$ cat src/rtl/encoder_io_pkg.sv
// ----------------------------------------------------------------------------
// encoder_io_pkg
// Shared definitions for the encoder IO bank:
//   - 2-bit encoding of the per-channel direction state machine
//   - default values for the bank parameters
//   - cnt_w(): counter width helper (at least 1 bit)
// Optional feature macro used by the bank: ENC_IO_FILT_EN (inbound glitch filter).
// ----------------------------------------------------------------------------
package encoder_io_pkg;

    // Direction state machine encoding
    localparam logic [1:0] S_IN     = 2'd0;  // line owned by the encoder
    localparam logic [1:0] S_TO_OUT = 2'd1;  // dead time before the FPGA drives
    localparam logic [1:0] S_OUT    = 2'd2;  // line driven by the FPGA
    localparam logic [1:0] S_TO_IN  = 2'd3;  // dead time after the FPGA released

    // Default parameter values
    localparam int CH_NUM_DEF   = 3;
    localparam int DEAD_CYC_DEF = 4;
    localparam int FILT_LEN_DEF = 3;

    // Width of a counter that must hold 0 .. n-1; never narrower than 1 bit.
    function automatic int cnt_w(input int n);
        return (n > 1) ? $clog2(n) : 1;
    endfunction

endpackage

$ cat src/rtl/encoder_io_chan.sv
// ----------------------------------------------------------------------------
// encoder_io_chan
// One bidirectional encoder line: direction state machine with turnaround
// dead time, registered drive path, two-flop synchroniser and (optionally)
// a glitch filter on the inbound path.
//
// Optional feature: ENC_IO_FILT_EN
//   defined   -> data_in changes only after FILT_LEN consecutive differing
//                synchronised samples taken while the line is an input
//   undefined -> data_in follows the second synchroniser flop while the line
//                is an input (FILT_LEN ignored)
//
// Ports
//   clk       in   encoder-domain clock
//   rst       in   asynchronous reset, active-high
//   dir_req   in   requested direction, 1 = FPGA drives the line
//   data_out  in   data to drive onto the line
//   pad_in    in   raw (asynchronous) pad value
//   pad_out   out  registered drive data
//   pad_oe    out  registered output enable
//   data_in   out  synchronised / filtered line value
//   busy      out  line is in a turnaround dead time
//   dir_ack   out  1 = output direction settled
// ----------------------------------------------------------------------------
module encoder_io_chan
    import encoder_io_pkg::*;
#(
    parameter int DEAD_CYC = DEAD_CYC_DEF,
    parameter int FILT_LEN = FILT_LEN_DEF
) (
    input  logic clk,
    input  logic rst,
    input  logic dir_req,
    input  logic data_out,
    input  logic pad_in,
    output logic pad_out,
    output logic pad_oe,
    output logic data_in,
    output logic busy,
    output logic dir_ack
);

    localparam int              DW        = cnt_w(DEAD_CYC);
    localparam logic [DW-1:0]   DEAD_LOAD = DW'(DEAD_CYC - 1);

    // Lengths below 1 have no meaningful hardware; they leave a visible
    // marker scope in the elaborated hierarchy.
    if (DEAD_CYC < 1 || FILT_LEN < 1) begin : g_illegal_param
    end

    logic [1:0]    state;
    logic [1:0]    state_nxt;
    logic [DW-1:0] dead_cnt;
    logic [DW-1:0] dead_cnt_nxt;
    logic          pad_oe_nxt;
    logic          busy_nxt;
    logic          dir_ack_nxt;
    logic          sync_p0;
    logic          sync_p1;

    // State register; the direction outputs are registered from the
    // next-state decode so the IO buffer enable never sees decode glitches.
    always_ff @(posedge clk or posedge rst) begin
        if (rst) begin
            state    <= S_IN;
            dead_cnt <= '0;
            pad_oe   <= 1'b0;
            busy     <= 1'b0;
            dir_ack  <= 1'b0;
        end else begin
            state    <= state_nxt;
            dead_cnt <= dead_cnt_nxt;
            pad_oe   <= pad_oe_nxt;
            busy     <= busy_nxt;
            dir_ack  <= dir_ack_nxt;
        end
    end

    // Next-state logic. The dead counter is tested before it decrements,
    // so a load of DEAD_CYC-1 yields exactly DEAD_CYC turnaround edges and
    // the counter never wraps below zero.
    always_comb begin
        state_nxt    = state;
        dead_cnt_nxt = dead_cnt;
        case (state)
            S_IN: begin
                if (dir_req) begin
                    state_nxt    = S_TO_OUT;
                    dead_cnt_nxt = DEAD_LOAD;
                end
            end
            S_TO_OUT: begin
                // A dropped request wins over an expiring count.
                if (!dir_req) begin
                    state_nxt    = S_IN;
                    dead_cnt_nxt = '0;
                end else if (dead_cnt == '0) begin
                    state_nxt = S_OUT;
                end else begin
                    dead_cnt_nxt = dead_cnt - DW'(1);
                end
            end
            S_OUT: begin
                if (!dir_req) begin
                    state_nxt    = S_TO_IN;
                    dead_cnt_nxt = DEAD_LOAD;
                end
            end
            S_TO_IN: begin
                // Not abortable: a new request is picked up from S_IN.
                if (dead_cnt == '0) begin
                    state_nxt = S_IN;
                end else begin
                    dead_cnt_nxt = dead_cnt - DW'(1);
                end
            end
            default: begin
                state_nxt    = S_IN;
                dead_cnt_nxt = '0;
            end
        endcase
    end

    // Output decode of the next state
    always_comb begin
        pad_oe_nxt  = (state_nxt == S_OUT);
        dir_ack_nxt = (state_nxt == S_OUT);
        busy_nxt    = (state_nxt == S_TO_OUT) || (state_nxt == S_TO_IN);
    end

    // Drive data is registered every cycle so the first driven value is current.
    // The pad is brought into the clock domain through two flops.
    always_ff @(posedge clk or posedge rst) begin
        if (rst) begin
            pad_out <= 1'b0;
            sync_p0 <= 1'b0;
            sync_p1 <= 1'b0;
        end else begin
            pad_out <= data_out;
            sync_p0 <= pad_in;
            sync_p1 <= sync_p0;
        end
    end

`ifdef ENC_IO_FILT_EN
    localparam int            FW        = cnt_w(FILT_LEN);
    localparam logic [FW-1:0] FILT_LAST = FW'(FILT_LEN - 1);

    logic [FW-1:0] filt_cnt;

    // Counts consecutive cycles where the synchronised value disagrees with
    // data_in; only an input line may update, otherwise the filter is frozen.
    always_ff @(posedge clk or posedge rst) begin
        if (rst) begin
            filt_cnt <= '0;
            data_in  <= 1'b0;
        end else if (state != S_IN) begin
            filt_cnt <= '0;
        end else if (sync_p1 == data_in) begin
            filt_cnt <= '0;
        end else if (filt_cnt == FILT_LAST) begin
            data_in  <= sync_p1;
            filt_cnt <= '0;
        end else begin
            filt_cnt <= filt_cnt + FW'(1);
        end
    end
`else
    logic data_hold;

    // Without the filter the synchroniser output is passed straight through
    // while the line is an input, and frozen at its last value otherwise.
    always_ff @(posedge clk or posedge rst) begin
        if (rst) begin
            data_hold <= 1'b0;
        end else begin
            data_hold <= data_in;
        end
    end

    assign data_in = (state == S_IN) ? sync_p1 : data_hold;
`endif

endmodule

$ cat src/rtl/encoder_io_bank.sv
// ----------------------------------------------------------------------------
// encoder_io_bank
// Bank of CH_NUM independent bidirectional encoder lines placed between
// encoder_control and the FPGA IO buffers. Each line has its own direction
// state machine with DEAD_CYC turnaround cycles, so the FPGA and the encoder
// never drive a line at the same time.
//
// Optional feature: ENC_IO_FILT_EN (inbound glitch filter of FILT_LEN cycles,
// see encoder_io_chan).
//
// Ports (all vectors are CH_NUM wide, bit i = line i)
//   clk       in   100 MHz encoder-domain clock
//   rst       in   asynchronous reset, active-high
//   dir_req   in   requested direction, 1 = FPGA drives the line
//   data_out  in   data to drive onto each line
//   pad_in    in   raw pad value from the IO buffer (asynchronous)
//   pad_out   out  registered drive data to the IO buffer
//   pad_oe    out  registered output enable (also the *_out_able pins)
//   data_in   out  synchronised, filtered line value
//   busy      out  line is in turnaround
//   dir_ack   out  settled direction, 1 = output settled
// ----------------------------------------------------------------------------
module encoder_io_bank
    import encoder_io_pkg::*;
#(
    parameter int CH_NUM   = CH_NUM_DEF,
    parameter int DEAD_CYC = DEAD_CYC_DEF,
    parameter int FILT_LEN = FILT_LEN_DEF
) (
    input  logic              clk,
    input  logic              rst,
    input  logic [CH_NUM-1:0] dir_req,
    input  logic [CH_NUM-1:0] data_out,
    input  logic [CH_NUM-1:0] pad_in,
    output logic [CH_NUM-1:0] pad_out,
    output logic [CH_NUM-1:0] pad_oe,
    output logic [CH_NUM-1:0] data_in,
    output logic [CH_NUM-1:0] busy,
    output logic [CH_NUM-1:0] dir_ack
);

    for (genvar i = 0; i < CH_NUM; i++) begin : g_chan
        encoder_io_chan #(
            .DEAD_CYC (DEAD_CYC),
            .FILT_LEN (FILT_LEN)
        ) u_chan (
            .clk      (clk),
            .rst      (rst),
            .dir_req  (dir_req[i]),
            .data_out (data_out[i]),
            .pad_in   (pad_in[i]),
            .pad_out  (pad_out[i]),
            .pad_oe   (pad_oe[i]),
            .data_in  (data_in[i]),
            .busy     (busy[i]),
            .dir_ack  (dir_ack[i])
        );
    end

endmodule

$ cat config.mk
export PLATFORM = sky130hd
export DESIGN_NAME = encoder_io_bank
export DESIGN_NICKNAME = d
export VERILOG_FILES = /design/src/rtl/encoder_io_pkg.sv /design/src/rtl/encoder_io_chan.sv /design/src/rtl/encoder_io_bank.sv
export SDC_FILE = /design/constraint.sdc
export NUM_CORES = 1
export LEC_CHECK = 0
export CORE_UTILIZATION = 43
export CTS_CLUSTER_DIAMETER = 60
export DETAILED_ROUTE_END_ITERATION = 8
export GPL_ROUTABILITY_DRIVEN = 0
export PLACE_DENSITY = 0.8
export SYNTH_ARGS = -nofsm -noshare
export SYNTH_HDL_FRONTEND = slang
export SYNTH_SLANG_ARGS = --single-unit
$ cat constraint.sdc
create_clock -name clk -period 1.14 [get_ports clk]
set_input_delay 0.228 -clock clk [delete_from_list [all_inputs] [get_ports clk]]
set_output_delay 0.228 -clock clk [all_outputs]
set_load 0.01 [all_outputs]
==> flow_metrics.env, run 1 <==
export IMPL_die_y_um=53.9
export IMPL_maxSlewViolCount=0
export IMPL_r2r_end="g_chan[0].u_chan.dead_cnt[0]$_DFFE_PP0P_"
export IMPL_relSlewSlack=0.828
export IMPL_dieArea_um2=2910
export IMPL_ys_ff_latch=28
export IMPL_area_growth_pct=32.8
export IMPL_max_cap_violations=0
export IMPL_finalClockSkew_ns=0.00763
export IMPL_syn_inst=100
export IMPL_placed_cell_area_um2=1420
export IMPL_dp_hpwl_mm=1.39
export IMPL_final_cell_mix="dfrtp_1 (28), buf_6 (12), clkdlybuf4s50_1 (10)"
export IMPL_core_region_area_um2=2520
export IMPL_critPathBufInv=1
export IMPL_hold_path_class="input pin to async pin"
export IMPL_syn_nets=111
export IMPL_required_ns=0.91
export IMPL_fin_crit_ns=1.54
export IMPL_gr_total_overflow=0
export IMPL_postRouteAntennaNets=0
export IMPL_muxShareOfSynthArea=0.0464
export IMPL_critPathLaunchType="flip-flop"
export IMPL_syn_area_um2=1160
export IMPL_grt_first_pass_wirelength_mm=3.32
export IMPL_ys_warn_count=0
export IMPL_dr_first_iter_drc_count=10
export IMPL_antenna_found_initial=0
export IMPL_cpPeakStageDelay_ns=0.43
export IMPL_nets=142
export IMPL_wl_mm=2.15
export IMPL_vias=796
export IMPL_io_pins=26
export IMPL_synth_top_area_cell="dfrtp_1"
export IMPL_yosys_area_share_simple=0.153
export IMPL_cts_tree="yes"
export IMPL_reg2reg_depth=5
export IMPL_pwr_density_cell_nw_per_um2=2680
export IMPL_final_setup_viol_count=10
export IMPL_finalHoldViolCount=0
export IMPL_reg2reg_from="g_chan[0].u_chan.state[0]$_DFF_PP0_"
export IMPL_cpMaxStageDelayCell="dfrtp_1"
export IMPL_drive_above_1_share=0.385
export IMPL_cts_buffers_inserted=3
export IMPL_clk_pin_slew_ns=0.15
export IMPL_synth_compound_area_share=0.0788
export IMPL_synth_top_family_by_area="simple AND/OR/NAND/NOR gates"
export IMPL_arrival_ns=1.32
export IMPL_cts_root_buf="clkbuf_4"
export IMPL_grt_setup_unrepaired="true"
export IMPL_yosys_top_cells_area="dfrtp_1 (60%), buf_4 (9.7%), nand2_1 (3.2%), nor2_1 (3.2%), nor3b_4 (3.2%)"
export IMPL_power_uw=4120
export IMPL_drt_pass1_iter_count=4
export IMPL_setup_ws_ns=-0.404
export IMPL_grtUsageTotal=0.165
export IMPL_finalCritPeriodShare=1.35
export IMPL_worstSetupPathType="flip-flop to output pin"
export IMPL_fmax_ghz=0.648
export IMPL_start_util=0.459
export IMPL_viasPerCell=4.98
export IMPL_cts_sinks=28
export IMPL_routedWlPerCell_um=13.5
export IMPL_yosysSeqAreaShare=0.605
export IMPL_clk_latency_ns=0.33
export IMPL_synth_cell_types=23
export IMPL_run_status="finished with violations"
export IMPL_synth_xor_area_frac=0
export IMPL_finalInstanceArea_um2=1540
export IMPL_grt_pass1_vias=838
export IMPL_leakage_uw=0.000737
export IMPL_row_count=18
export IMPL_crit_path_cell_trace="nor2_2, mux2_4, buf_6"
export IMPL_final_util=0.610
export IMPL_path_delay_family="flip-flops"
export IMPL_insertedDiodeCount=0
export IMPL_crit_path_end_kind="output pin"
export IMPL_critPathMaxFanout=2
export IMPL_yosys_area_top_type_share=0.605
export IMPL_fill_cells=210
export IMPL_drc=0
export IMPL_grt_start_max_net_pins=29
export IMPL_violations="negative setup slack"
export IMPL_io_buffers=25
export IMPL_syn_avg_cell_area_um2=11.6
export IMPL_reg2reg_setup_slack_ns=-0.04
export IMPL_cts_hold_buffers_added=0
export IMPL_cts_buffer_depth=2
export IMPL_cts_max_level=1
export IMPL_layout_commonest_cell="dfrtp_1"
export IMPL_peakVddDrop_uv=1850
export IMPL_worst_pin_slew_ns=0.258
export IMPL_synth_fa_ha_area_frac=0
export IMPL_chipWidth_um=53.9
[metrics by stage]
| stage | TNS (ns) | hold WS (ns) | cells | setup WS [ns] |
|---|---|---|---|---|
| after CTS | -1.91 | 0.216 | 160 | -0.413 |
| after floorplan | -0.184 | 0.259 | 100 | -0.0752 |
| after detailed placement | -2.19 | 0.339 | 148 | -0.396 |
| final | -1.48 | 0.211 | 160 | -0.404 |
| after global routing | -2.19 | 0.237 | 160 | -0.458 |
| after global placement | -1.83 | 0.334 | 148 | -0.368 |
[power breakdown]
part,total (µW),internal (µW),switching [µW]
Combinational,2010,1170,835
Sequential,1630,1330,303
Clock,479,195,284
Total,4120,2700,1420
[worst min-delay path, delay by kind of cell]
kind,cells,cell delay (ns)
buf+inv,3,0.67
[cells in the mapped netlist (all sizes together)]
library cell,n
mux2,3
nor3b,3
o21ai,3
a21oi,6
mux2i,2
o22ai,1
a2bb2oi,1
inv,6
dfrtp,28
and3b,1
or2,1
o2bb2ai,1
nor2,10
nand2b,2
nor3,1
nand2,10
a211oi,3
nand3b,2
nand3,1
buf,15
[cells by family after synthesis]
family                 after synthesis
AO/OA/AOI/OAI                       15
multiplexers                         5
flip-flops                          28
buffers and inverters               21
AND/OR/NAND/NOR                     31
[how the worst max path moves through the flow]
stage | depth (start not counted) | slack [ns] | to | from
5_1_grt | 3 | -0.46 | data_in[0] | g_chan[0].u_chan.state[1]$_DFF_PP0_
2_1_floorplan | 3 | -0.08 | data_in[0] | g_chan[0].u_chan.state[0]$_DFF_PP0_
3_5_place_dp | 3 | -0.40 | data_in[1] | g_chan[1].u_chan.state[1]$_DFF_PP0_
3_3_place_gp | 3 | -0.37 | data_in[0] | g_chan[0].u_chan.state[0]$_DFF_PP0_
6_report | 3 | -0.40 | data_in[1] | g_chan[1].u_chan.busy$_DFF_PP0_
4_1_cts | 3 | -0.41 | data_in[2] | g_chan[2].u_chan.state[1]$_DFF_PP0_
[area by class of cell]
class / count / area, µm² / area share
Tap cell: 30 / 37.5 / 0.0244
Inverter: 6 / 22.5 / 0.0146
Clock buffer: 4 / 36.3 / 0.0236
Sequential cell: 28 / 701 / 0.455
Timing Repair Buffer: 41 / 368 / 0.239
Multi-Input combinational cell: 51 / 374 / 0.243
[registers in the layout, indices dropped and copies added (netlist names)]
name / cells
g_chan.u_chan.data_hold: 3
g_chan.u_chan.sync_p1: 3
g_chan.u_chan.busy: 2
g_chan.u_chan.state: 5
g_chan.u_chan.pad_out: 3
g_chan.u_chan.dead_cnt: 6
g_chan.u_chan.dir_ack: 1
g_chan.u_chan.sync_p0: 3
g_chan.u_chan.pad_oe: 2
[what timing repair did]
action,CTS,global route
cloned,0,0
pin swaps,6,5
endpoints found under the setup margin,15,20
endpoints found under the hold margin,0,0
setup buffers,9,4
gates resized for setup,78,8
[layer usage]
layer  vias up  track usage  wire length [µm]
met1       399        0.153               810
met5         -            0                 0
met3         2       0.0650               102
met4         0       0.0439                13
li1        373            -                 -
met2        22        0.323              1230
Power figures use the tool's default switching activity.
==> run 2, diff against run 1 <==
--- a/config.mk
+++ b/config.mk
@@ -5,6 +5,7 @@
 export SDC_FILE = /design/constraint.sdc
 export NUM_CORES = 1
 export LEC_CHECK = 0
+export ABC_CLOCK_PERIOD_IN_PS = 1140
 export CORE_UTILIZATION = 43
 export CTS_CLUSTER_DIAMETER = 60
 export DETAILED_ROUTE_END_ITERATION = 8
==> results of run 2 <==
Same layout as run 1: the final DEF is identical, and so are final timing and power.
==> run 3, diff against run 2 <==
--- a/config.mk
+++ b/config.mk
@@ -13,4 +13,5 @@
 export PLACE_DENSITY = 0.8
 export SYNTH_ARGS = -nofsm -noshare
 export SYNTH_HDL_FRONTEND = slang
+export SYNTH_HIERARCHICAL = 1
 export SYNTH_SLANG_ARGS = --single-unit
==> flow_metrics.env, run 3 <==
export IMPL_synth_edff_count=0
export IMPL_dr_first_iter_drc_count=6
export IMPL_yosysSeqAreaShare=0.586
export IMPL_gr_total_overflow=0
export IMPL_grt_pass1_vias=817
export IMPL_holdWs_ns=0.226
export IMPL_finalInstanceArea_um2=1660
export IMPL_drc=0
export IMPL_fmax_ghz=0.656
export IMPL_dp_hpwl_mm=1.50
export IMPL_antenna_found_initial=0
export IMPL_drive_above_1_share=0.441
export IMPL_syn_area_um2=1150
export IMPL_clk_latency_ns=0.31
export IMPL_grtUsageTotal=0.167
export IMPL_critPathLaunchType="flip-flop"
export IMPL_finalClockSkew_ns=0.00449
export IMPL_arrival_ns=1.30
export IMPL_grt_first_pass_wirelength_mm=3.32
export IMPL_viasPerCell=5.01
export IMPL_finalCritPeriodShare=1.34
export IMPL_core_region_area_um2=2500
export IMPL_violations="negative setup slack"
export IMPL_fill_cells=190
export IMPL_wl_mm=2.14
export IMPL_leakage_uw=0.000789
export IMPL_row_count=18
export IMPL_layout_commonest_cell="dfrtp_1"
export IMPL_io_pins=26
export IMPL_synth_cell_types=16
export IMPL_pre_cts_ws_ns=-0.431
export IMPL_syn_nets=101
export IMPL_finalHoldViolCount=0
export IMPL_worst_pin_slew_ns=0.369
export IMPL_io_buffers=25
export IMPL_syn_avg_cell_area_um2=12.8
export IMPL_hold_path_class="input pin to async pin"
export IMPL_crit_path_end_kind="output pin"
export IMPL_start_util=0.461
export IMPL_insertedDiodeCount=0
export IMPL_p_sw_uw=1500
export IMPL_die_y_um=53.8
export IMPL_cts_buffers_inserted=3
export IMPL_final_cell_mix="dfrtp_1 (24), buf_4 (13), buf_6 (13)"
export IMPL_power_frac_comb=0.540
export IMPL_worstSetupPathType="flip-flop to output pin"
export IMPL_placed_cell_area_um2=1500
export IMPL_cts_root_buf="clkbuf_4"
export IMPL_synth_most_common_cell="dfrtp_1"
export IMPL_ys_ff_latch=27
export IMPL_ys_flop_type="dfrtp_1"
export IMPL_drt_pass1_iter_count=4
export IMPL_cts_sinks=27
export IMPL_internal_power_uw=2910
export IMPL_dieArea_um2=2890
export IMPL_pwr_density_cell_nw_per_um2=2660
export IMPL_vias=832
export IMPL_swShare=0.341
export IMPL_syn_inst=90
export IMPL_final_setup_viol_count=12
export IMPL_grt_start_max_net_pins=15
export IMPL_cts_tree="yes"
export IMPL_yosys_area_top_type_share=0.586
export IMPL_maxSlewViolCount=0
export IMPL_clk_pin_slew_ns=0.13
export IMPL_pwr_share_seq=0.371
export IMPL_required_ns=0.91
export IMPL_r2r_end="g_chan[0].u_chan/dead_cnt[0]$_DFFE_PP0P_"
export IMPL_synth_top_area_cell="dfrtp_1"
export IMPL_chipWidth_um=53.8
export IMPL_yosys_top_cells_area="dfrtp_1 (59%), nand2b_1 (4.9%), nor3b_4 (4.9%), a221oi_2 (3.9%), inv_1 (2.9%)"
export IMPL_peakVddDrop_uv=1540
export IMPL_routedWlPerCell_um=12.9
export IMPL_setup_ws_ns=-0.384
export IMPL_reg2reg_depth=6
export IMPL_postRouteAntennaNets=0
export IMPL_reg_top3="g_chan.u_chan/dead_cnt x6, g_chan.u_chan/state x6"
export IMPL_reg2reg_setup_slack_ns=-0.22
export IMPL_max_cap_violations=0
export IMPL_reg2reg_from="g_chan[0].u_chan/state[0]$_DFF_PP0_"
export IMPL_nets=148
export IMPL_relSlewSlack=0.754
export IMPL_grt_setup_unrepaired="true"
export IMPL_synth_common_cells="dfrtp_1 (27), inv_1 (9), nand2b_1 (9), nor2_1 (6), nor3_1 (6)"
export IMPL_ys_warn_count=6
export IMPL_fin_crit_ns=1.52
export IMPL_cts_buffer_depth=2
export IMPL_power_uw=4410
export IMPL_area_growth_pct=44.1
export IMPL_cts_hold_buffers_added=0
export IMPL_synth_async_reset_ratio=1.00
export IMPL_clkPwrFrac=0.089
export IMPL_run_status="finished with violations"
export IMPL_cts_max_level=1
export IMPL_critPathMaxFanout=2
-- run 3: changes by cell type after synthesis, moves of 4 or more --
| cell | delta |
|---|---|
| a21oi_1 | -6 |
| buf_4 | -12 |
| nand2_1 | -10 |
| nand2b_1 | +7 |
| nor2_1 | -4 |
| nor3_1 | +5 |
-- run 3: repair_timing --
action,CTS,global route
buffers inserted,6,7
setup endpoints to repair,15,15
gates resized for setup,78,9
pin swaps,7,3
-- run 3: cells by family (layout without fill, tap and decap cells) --
| kind of cell | after synthesis | after routing | share of synthesized area |
|---|---|---|---|
| flops | 27 | 27 | 0.586 |
| simple gates | 33 | 33 | 0.208 |
| compound gates | 12 | 12 | 0.101 |
| mux | 6 | 6 | 0.0554 |
| buf+inv | 12 | 58 | 0.0489 |
-- run 3: power groups by stage --
stage          registers [µW]  logic [µW]  clock network, µW
6_report                 1640        2380                391
5_1_grt                  1680        2570                466
4_1_cts                  1620        2170                422
3_5_place_dp             1580        1910                  0
3_3_place_gp             1550        1850                  0
2_1_floorplan            1690        1030                  0
-- run 3: worst max-delay path: stages (launching register included) --
cell	delay [ns]
dfrtp_1	0.43
nor2_4	0.11
mux2_4	0.31
buf_6	0.12
-- run 3: metal layers --
| metal | wire length (µm) | up-vias | GRT usage |
|---|---|---|---|
| li1 | - | 402 | - |
| met1 | 847 | 409 | 0.171 |
| met2 | 1160 | 16 | 0.307 |
| met3 | 92 | 5 | 0.0508 |
| met4 | 37 | 0 | 0.0789 |
| met5 | 0 | - | 0 |
-- run 3: worst max-delay path by stage --
stage                                             start    endpoint  slack, ns  depth (start not counted)
finish              g_chan[0].u_chan/state[1]$_DFF_PP0_  data_in[0]      -0.38                          3
CTS                 g_chan[0].u_chan/state[1]$_DFF_PP0_  data_in[0]      -0.41                          3
global placement    g_chan[1].u_chan/state[0]$_DFF_PP0_  data_in[1]      -0.38                          3
global route        g_chan[0].u_chan/state[1]$_DFF_PP0_  data_in[0]      -0.46                          3
detailed placement  g_chan[0].u_chan/state[0]$_DFF_PP0_  data_in[0]      -0.43                          3
floorplan           g_chan[0].u_chan/state[0]$_DFF_PP0_  data_in[0]      0.002                          2
-- run 3: metrics by stage --
step | cells | TNS, ns | utilization
after detailed placement | 151 | -2.93 | 0.600
after global placement | 151 | -2.48 | 0.600
after CTS | 161 | -1.99 | 0.634
final | 166 | -2.65 | 0.664
after global routing | 166 | -3.52 | 0.664
after floorplan | 90 | 0 | -
-- run 3: area by class of cell --
cell class	count	area (µm²)	area share
timing repair buffer	45	389	0.234
sequential	27	679	0.409
tap	30	37.5	0.0226
clock buffer	4	26.3	0.0158
multi-input combinational	51	494	0.298
inverter	9	33.8	0.0203
==> patch: new RTL, settings of run 3 <==
Build with the macro `ENC_IO_FILT_EN` defined.
--- a/src/rtl/encoder_io_chan.sv
+++ b/src/rtl/encoder_io_chan.sv
@@ -23,4 +23,6 @@
 //   dir_ack   out  1 = output direction settled
 // ----------------------------------------------------------------------------
+`define ENC_IO_FILT_EN
+
 module encoder_io_chan
     import encoder_io_pkg::*;
Function: changed (Yosys sat finds a counterexample within 4 cycles, from zero or initial values and one cycle with rst high).
==> patch against run 3 <==
Via count up 22%. Largest cell class unchanged. Sequential share of layout area decreased by 0.54 points. Total power up 20%. Largest power group unchanged. Synthesized area increased by 26%. Sequential cell count is 6 higher. Worst setup slack better by 0.24 ns. The flow still finishes with violations (setup timing). Critical path type is now reg -> reg. Routed wire length increased by 36%. Cell area grew 23%. Die area rose by 25%.
==> patch: results <==
<?xml version="1.0" encoding="UTF-8"?>
<metrics>
  <group name="final_layout">
    <metric name="fillerInstances" unit="">247</metric>
    <metric name="post_route_cells_drive_above_1_share" unit="%">49.68</metric>
    <metric name="multi_input_area_share" unit="%">35.37</metric>
    <metric name="seq_share" unit="%">40.38</metric>
  </group>
  <group name="drt">
    <metric name="routed_wire_length_per_instance" unit="um">14.41</metric>
    <metric name="wirelength" unit="um">2897</metric>
    <metric name="routed_wire_length_on_met3" unit="um">114</metric>
    <metric name="drt_first_iter_violations" unit="">64</metric>
    <metric name="wl_met1" unit="um">1181</metric>
    <metric name="route.detailed.vias_per_inst" unit="">5.030</metric>
  </group>
  <group name="pwr">
    <metric name="power.switching" unit="mW">1.983</metric>
    <metric name="cell_internal_pwr" unit="mW">3.304</metric>
  </group>
  <group name="setup_path">
    <metric name="worst_ep_arrival_time" unit="ns">1.52</metric>
  </group>
  <group name="grt">
    <metric name="globalRouteMet1Util" unit="%">21.03</metric>
    <metric name="met3_usage" unit="%">6.061</metric>
    <metric name="grtUsageMet2" unit="%">29.98</metric>
    <metric name="grt_pass1_wl" unit="um">4643</metric>
  </group>
  <group name="yosys">
    <metric name="post_synth_most_frequent_cells" unit="">33 x dfrtp_1, 9 x inv_1, 9 x nand2b_1, 9 x nor3_1, 6 x nor3b_2</metric>
    <metric name="synth.area.mux_share" unit="%">4.393</metric>
    <metric name="post_synth_xor_area_fraction" unit="%">1.809</metric>
    <metric name="synthesized_nets" unit="">122</metric>
    <metric name="yosysSeqAreaShare" unit="%">56.85</metric>
    <metric name="synth_compound_area_share" unit="%">6.977</metric>
    <metric name="ys_ff_latch" unit="">33</metric>
  </group>
  <group name="clocking">
    <metric name="worstSkewPairLatency" unit="ns">0.34</metric>
    <metric name="cts_max_level" unit="">2</metric>
    <metric name="clk_pin_slew_worst_paths" unit="ns">0.10</metric>
  </group>
  <group name="sta">
    <metric name="setup_viol_count_final" unit="">18</metric>
    <metric name="finalWorstSetupSlack" unit="ns">-0.1457</metric>
  </group>
  <group name="run_status">
    <metric name="failed_checks" unit="">setup timing</metric>
    <metric name="outcome" unit="">complete, but fails checks</metric>
  </group>
  <group name="floorplanning">
    <metric name="tap_cells" unit="">44</metric>
  </group>
</metrics>
[patch: final timing paths]
| kind | startpoint | to | slack (ns) | depth (start not counted) |
|---|---|---|---|---|
| setup / recovery | g_chan[2].u_chan/state[0] | g_chan[2].u_chan/data_in | -0.15 | 4 |
| hold / removal | rst | g_chan[0].u_chan/filt_cnt[1] | 0.25 | 3 |
| setup reg to reg | g_chan[2].u_chan/state[0] | g_chan[2].u_chan/data_in | -0.15 | 4 |
| hold reg to reg | g_chan[1].u_chan/sync_p0 | g_chan[1].u_chan/sync_p1 | 0.36 | 0 |
| max in group asynchronous | rst | g_chan[2].u_chan/dead_cnt[0] | 0.58 | 2 |
| min in group clk | pad_in[2] | g_chan[2].u_chan/sync_p0 | 0.32 | 1 |
[patch: tightest hold or removal path, delay by kind of cell]
family                 cells  cell delay, ns
buffers and inverters      3            0.71
[patch: what timing repair did]
action,4_1_cts,5_1_grt
endpoints found under the setup margin,24,30
hold buffers,0,0
pin swaps,6,9
buffers inserted,5,3
resized for setup,76,21
